**config.mk**
```make
export PLATFORM = sky130hd
export DESIGN_NAME = irq_priority_controller
export DESIGN_NICKNAME = d
export VERILOG_FILES = /design/src/rtl/irq_priority_controller.sv
export SDC_FILE = /design/constraint.sdc
export NUM_CORES = 1
export LEC_CHECK = 0
export ABC_AREA = 1
export BUFFER_PORTS_ARGS = -buffer_cell sky130_fd_sc_hd__buf_2
export CORE_MARGIN = 4
export CORE_UTILIZATION = 40
export DETAILED_ROUTE_END_ITERATION = 10
export PLACE_DENSITY = 0.6
export SLEW_MARGIN = 20
export SYNTH_ARGS = -nofsm -noshare
export SYNTH_HDL_FRONTEND = slang
export SYNTH_SLANG_ARGS = --single-unit
export TNS_END_PERCENT = 20
```
**constraint.sdc**
```tcl
create_clock -name clk -period 6.5 [get_ports clk]
set_input_delay 0.65 -clock clk [delete_from_list [all_inputs] [get_ports clk]]
set_output_delay 0.65 -clock clk [all_outputs]
set_load 0.005 [all_outputs]
```
**src/rtl/irq_priority_controller.sv**
```systemverilog
// Edge-captured interrupt front end: sticky pending bits, mask, highest-index
// selection and a valid/ack presentation handshake with a saturating drop counter.
module irq_priority_controller #(
  parameter int unsigned N     = 4,
  parameter int unsigned ID_W  = 2,
  parameter int unsigned CNT_W = 8
) (
  input  logic             clk,
  input  logic             reset_n,
  input  logic             en,
  input  logic [N-1:0]     req,
  input  logic             mask_we,
  input  logic [N-1:0]     mask_in,
  input  logic             irq_ack,
  output logic             irq_valid,
  output logic [ID_W-1:0]  irq_id,
  output logic [N-1:0]     pending,
  output logic [CNT_W-1:0] drop_cnt
);

  localparam int unsigned PopW = $clog2(N + 1);
  localparam int unsigned SumW = CNT_W + PopW;
  localparam logic [SumW-1:0] MaxCnt = {{PopW{1'b0}}, {CNT_W{1'b1}}};

  typedef enum logic [0:0] {StIdle, StPresent} state_e;

  state_e           state_q, state_d;
  logic [N-1:0]     req_q;
  logic [N-1:0]     pending_q, pending_d;
  logic [N-1:0]     mask_q, mask_d;
  logic             valid_q, valid_d;
  logic [ID_W-1:0]  id_q, id_d;
  logic [CNT_W-1:0] drop_q, drop_d;

  logic [N-1:0]     evt;
  logic [N-1:0]     clr;
  logic [N-1:0]     drop_ev;
  logic [N-1:0]     cand;
  logic [PopW-1:0]  pop;
  logic [SumW-1:0]  sum;
  logic [ID_W-1:0]  winner;
  logic             any;

  // Capture, pending update and drop accounting.
  always_comb begin
    evt = req & ~req_q;
    clr = '0;
    if (state_q == StPresent && irq_ack) begin
      clr[id_q] = 1'b1;
    end
    // A new event on a line being cleared wins and is not a drop.
    pending_d = (pending_q & ~clr) | evt;
    drop_ev   = evt & pending_q & ~clr;
    pop = '0;
    for (int i = 0; i < N; i++) begin
      pop = pop + PopW'(drop_ev[i]);
    end
    sum    = {{PopW{1'b0}}, drop_q} + {{CNT_W{1'b0}}, pop};
    drop_d = (sum > MaxCnt) ? {CNT_W{1'b1}} : sum[CNT_W-1:0];
    mask_d = mask_we ? mask_in : mask_q;
  end

  // Highest set index of the unmasked pending lines wins.
  always_comb begin
    cand   = pending_q & mask_q;
    any    = |cand;
    winner = '0;
    for (int i = 0; i < N; i++) begin
      if (cand[i]) begin
        winner = ID_W'(i);
      end
    end
  end

  always_comb begin
    state_d = state_q;
    valid_d = valid_q;
    id_d    = id_q;
    unique case (state_q)
      StIdle: begin
        if (en && any) begin
          id_d    = winner;
          valid_d = 1'b1;
          state_d = StPresent;
        end
      end
      StPresent: begin
        if (irq_ack) begin
          valid_d = 1'b0;
          state_d = StIdle;
        end
      end
      default: begin
        valid_d = 1'b0;
        state_d = StIdle;
      end
    endcase
  end

  always_ff @(posedge clk) begin
    if (!reset_n) begin
      state_q   <= StIdle;
      req_q     <= '0;
      pending_q <= '0;
      mask_q    <= '1;
      valid_q   <= 1'b0;
      id_q      <= '0;
      drop_q    <= '0;
    end else begin
      state_q   <= state_d;
      req_q     <= req;
      pending_q <= pending_d;
      mask_q    <= mask_d;
      valid_q   <= valid_d;
      id_q      <= id_d;
      drop_q    <= drop_d;
    end
  end

  assign irq_valid = valid_q;
  assign irq_id    = id_q;
  assign pending   = pending_q;
  assign drop_cnt  = drop_q;

endmodule
```
**After elaboration in Yosys (flattened, before gate mapping)**

Cells that the tools add are included.

- Register bits after elaboration: 24
- Bits in latches: 0
- Bits in writable memories: 0
- Memory bits (read-only): 0
- Input port bits: 13
- Logic and storage cells: 44
- Memories: 0

- $add $sub $neg: 4
- Multiply operators: 0
- Div/mod/pow operators: 0
- $lt $le $gt $ge: 3
- Equal/unequal tests: 2
- Shift-type cells: 0
- Multiplexer cells: 13
- Bitwise operators: 9
- Reductions and logical operators: 6

Operators by type and width:

| cell | count |
|---|---|
| $and 4x4->4 | 5 |
| $add 8x3->9 | 1 |
| $gt 9x8->1 const B | 1 |
| $mux 8 | 1 |
| $not 4->4 | 2 |
| $mux 1 | 6 |
| $mux 2 | 2 |
| $mux 4 | 1 |
| $ne 2x2->1 const B | 2 |
| $or 4x4->4 | 1 |
| $pmux 1 s2 | 2 |
| $reduce_and 2->1 | 2 |
| $reduce_or 4->1 | 1 |
| $add 2x1->3 | 1 |
| $add 3x1->3 | 1 |
| $logic_and 1x1->1 | 3 |
| $lt 2x3->1 const B | 1 |
| $add 1x1->2 | 1 |
| $demux 1 s2 | 1 |
| $ge 2x1->1 const B | 1 |
| $not 1->1 | 1 |

**Longest topological paths before layout**

- Depth in word-level cells: 13
- Mapped depth: 14
- Gate-level depth less buffers: 14

**Worst setup path after synthesis**

OpenSTA, ideal clock, no wires.

- Path type: in2reg
- Start point: in irq_ack
- End point: reg drop_q[5], in the netlist drop_cnt[5]
- Setup time: 56 ps
- Arrival time: 2667 ps
- Path slack: 3777 ps
- Stages on the path: 14
- Cell sequence: nand2_1 > inv_1 > nand3_1 > nand4_1 > fa_1 > fa_1 > inv_1 > fa_1 > nand2_4 > nor2_4 > nand3_4 > nand3_1 > nand2_1 > inv_1

- Word-level cells in the longest chain between the ends: 10

Ends and longest elaborated chain:

| what | line | RTL |
|---|---|---|
| start: declaration | 14 | `input logic irq_ack,` |
| $logic_and 1x1->1 * | 48 | `if (state_q == StPresent && irq_ack) begin` |
| $mux 4 * | 48 |  |
| $not 4->4 * | 53 | `drop_ev = evt & pending_q & ~clr;` |
| $and 4x4->4 * | 53 |  |
| $add 1x1->2 | 56 | `pop = pop + PopW'(drop_ev[i]);` |
| $add 2x1->3 | 56 |  |
| $add 3x1->3 * | 56 |  |
| $add 8x3->9 * | 58 | `sum = {{PopW{1'b0}}, drop_q} + {{CNT_W{1'b0}}, pop};` |
| $gt 9x8->1 | 59 | `drop_d = (sum > MaxCnt) ? {CNT_W{1'b1}} : sum[CNT_W-1:0];` |
| $mux 8 * | 59 |  |
| end signal: assignment | 116 | `drop_q <= drop_d;` |
| end: declaration | 33 | `logic [CNT_W-1:0] drop_q, drop_d;` |

Mark *: on every way between the ends. The rest lies on a longest branch, timed or not.
A chain may end at the register's enable or synchronous reset.

**Worst setup path after layout**

- Start point: in irq_ack
- End point: reg drop_q[3], in the netlist drop_cnt[3]

The elaborated chain is that of the path after synthesis.

==> summary.md <==
| Metric | Value |
|---|---|
| Clk_lat worst skew | `0.32 ns` |
| Worst EP required | `6.78 ns` |
| Initial Util | `41.8%` |
| Clk pin slew, worst setup/hold paths | `0.14 ns` |
| Crit start category | `input port` |
| Synth Register Bits | `24` |
| Remaining antenna violation count | `0` |
| Port bufs | `27` |
| Setup slack after layout | `3.78 ns` |
| Die Y-Extent | `61.4 um` |
| Share of cells above drive strength 1 | `19.0%` |
| Via count | `1036` |
| Reg2reg start | `state_q$_SDFF_PN0_` |
| Fin crit share | `41.8%` |
| Pre-antenna DRT Iters | `4` |
| Core Util, Final | `49.2%` |
| Placed instance count | `211` |
| Post-Syn Area | `1140 sq um` |
| Die width | `61.4 um` |
| Synth cell types | `21` |
| Max-Cap Viols | `0` |
| DR vias/cell | `4.82` |
| DRC violations left | `0` |
| Count of pins over their slew limit | `0` |
| Initial antenna violation count | `0` |
| CP max-delay cell | `fa_1` |
| Hold Crit Start | `mask_q[0]$_SDFFE_PN1P_` |
| Ports | `28` |
| Detailed router's first-iteration violation count | `45` |
| Syn Nets | `173` |
| Setup Buffers After CTS | `0` |
| CTS Buffer Depth | `2` |
| Worst-Margin Slew | `0.387 ns` |
| Mapped Cells | `156` |
| CP max stage delay | `0.51 ns` |
| Clock Root Buffer | `clkbuf_4` |
| DR WL/cell | `11.1 um` |
| Synth Warn # | `0` |
| First-pass GRT wire length | `4030 um` |
| Global Route Usage Sum | `14.1%` |
| Gpl congestion | `0.799` |
| Max VDD drop | `0.000186 V` |
| Fin nets | `202` |
| Pin count of the biggest net entering global routing | `15` |
| Crit Path Max Fanout | `6` |
| Layout Cells excl Fill | `215` |
| Worst EP arrival | `3.00 ns` |
| CP top delay family | `adder cells` |
| Clk sink count | `24` |
| Vias in the first global route | `1011` |
| Rows | `19` |
| Post-layout minimum cycle time | `2.72 ns` |
| CP bufs+invs | `4` |
| Leakage | `0.728 nW` |
| # setup viols final | `0` |
| H-tree Lvls | `1` |
| Skew final | `0.00696 ns` |
| Number of buffers created by CTS | `3` |
| Core Footprint | `2730 sq um` |
| CP cell instances | `buf_2 > nand2_1 > inv_1 > nand3_1 > nand4_1 > fa_1 > fa_1 > inv_1 > fa_1 > nand2_4 > nor2_4 > nand3_4 > nand2_1 > o21ai_1 > inv_1` |
| Grt ovf | `0` |
| Critical path launch point | `irq_ack` |
| Die area | `3770 sq um` |
| Fin. Hold Viols | `0` |
| HP Class | `register to register` |
| Sequential fraction of the synthesis area | `42.1%` |
| Fmax | `368 MHz` |
| Crit Path Class | `input port to register` |
| Avg Inst Size Synth | `7.32 sq um` |
| Outcome | `completed` |
| Power Density | `239 nW/um^2` |
| Rel. slew slack | `74.2%` |
| N_diodes | `0` |
| Unrepaired setup endpoints after global routing | `no` |
| Resized cells post-CTS | `0` |
| Pre-CTS WS | `3.41 ns` |
| Synth-to-Final Area Change | `17.9%` |
| WL final | `2390 um` |
| HPWL Detailed | `1860 um` |
| CTS tree | `done` |
| Fin Setup TNS | `0 ns` |
| Fill count | `287` |
| Hold Slack | `0.478 ns` |
| Hold_buf cts | `0` |
| Critical Path End Type | `register` |
==> cell usage after synthesis <==
cell type,n,area (sq um)
fa_1,3,60.1
nor3_1,2,10.0
inv_1,31,116
o21bai_1,1,7.51
o21ai_1,1,5.00
nand2_4,1,11.3
nand3_4,1,17.5
nand4_1,6,37.5
nor2_4,1,11.3
xnor2_1,1,8.76
o21ai_0,5,25.0
nand2_2,1,6.26
nand2_1,40,150
ha_1,1,12.5
dfxtp_1,24,480
nor2_1,8,30.0
clkbuf_1,1,3.75
a21oi_1,12,60.1
nand3_1,14,70.1
buf_6,1,11.3
buf_4,1,7.51
==> placed cells by master (no fill, tap or decap) <==
cell	instances
a21oi_1	12
buf_2	27
bufinv_16	1
clkbuf_4	3
dfxtp_1	24
fa_1	3
ha_1	1
inv_1	31
nand2_1	40
nand2_2	1
nand2_4	1
nand3_1	14
nand3_4	1
nand4_1	6
nor2_1	8
nor2_4	1
nor3_1	2
o21ai_0	5
o21ai_1	1
o21bai_1	1
xnor2_1	1
==> cell families after synthesis <==
logic type | Yosys count | synth area share [%]
flip-flops | 24 | 42.1
adder cells (fa/ha/maj) | 4 | 6.35
AO/OA/AOI/OAI | 19 | 8.54
AND/OR/NAND/NOR | 74 | 30.1
buffers and inverters | 34 | 12.2
XOR/XNOR | 1 | 0.767
==> layout make-up <==
cell class | instances | area (sq um) | area share, %
multi-input cells | 98 | 523 | 38.8
flip-flops and latches | 24 | 480 | 35.7
repair buffers | 27 | 135 | 10.0
inverters | 31 | 116 | 8.64
well taps | 31 | 38.8 | 2.88
clock inverters | 1 | 30.0 | 2.23
clock buffers | 3 | 22.5 | 1.67
==> layer usage <==
layer / wire length [um] / part of all wire (%) / up-vias / GRT usage, %
li1: - / - / 544 / -
met1: 1030 / 43 / 460 / 16.6
met2: 1200 / 50 / 28 / 24.8
met3: 129 / 5.4 / 4 / 3.98
met4: 30 / 1.3 / 0 / 4.55
met5: 0 / 0 / - / 0
==> stage by stage <==
| step | power, mW | instance area [sq um] |
|---|---|---|
| after detailed placement | 0.216 | 1290 |
| after global placement | 0.215 | 1290 |
| final | 0.322 | 1350 |
| after CTS | 0.324 | 1350 |
| after floorplan | 0.198 | 1140 |
| after global routing | 0.339 | 1350 |
==> report_power, final <==
part	leakage (nW)	internal [mW]	switching, mW
clock network	0.0279	0.0624	0.0476
logic	0.502	0.0202	0.0260
registers	0.198	0.158	0.00785
total	0.728	0.240	0.0814
==> registers in the layout (all words and copies together), names as in the netlist <==
signal     cells
drop_cnt       8
irq_valid      1
pending        4
req_q          4
mask_q         4
irq_id         2
state_q        1
==> worst reg2reg max path, delay by kind of cell (launching register included) <==
kind	cells	cell delay [ns]
adder cells (fa/ha/maj)	3	1.17
AND/OR/NAND/NOR	7	0.73
flip-flops	1	0.38
buffers and inverters	3	0.29
AO/OA/AOI/OAI	1	0.06
==> path summary, 6_finish.rpt <==
kind / end / slack (ns) / depth (start not counted)
setup / recovery: drop_cnt[3]$_SDFF_PN0_ / 3.78 / 15
hold / removal: mask_q[0]$_SDFFE_PN1P_ / 0.48 / 2
setup reg to reg: drop_cnt[3]$_SDFF_PN0_ / 3.82 / 14
hold reg to reg: mask_q[0]$_SDFFE_PN1P_ / 0.48 / 2
Power figures use the tool's default switching activity.
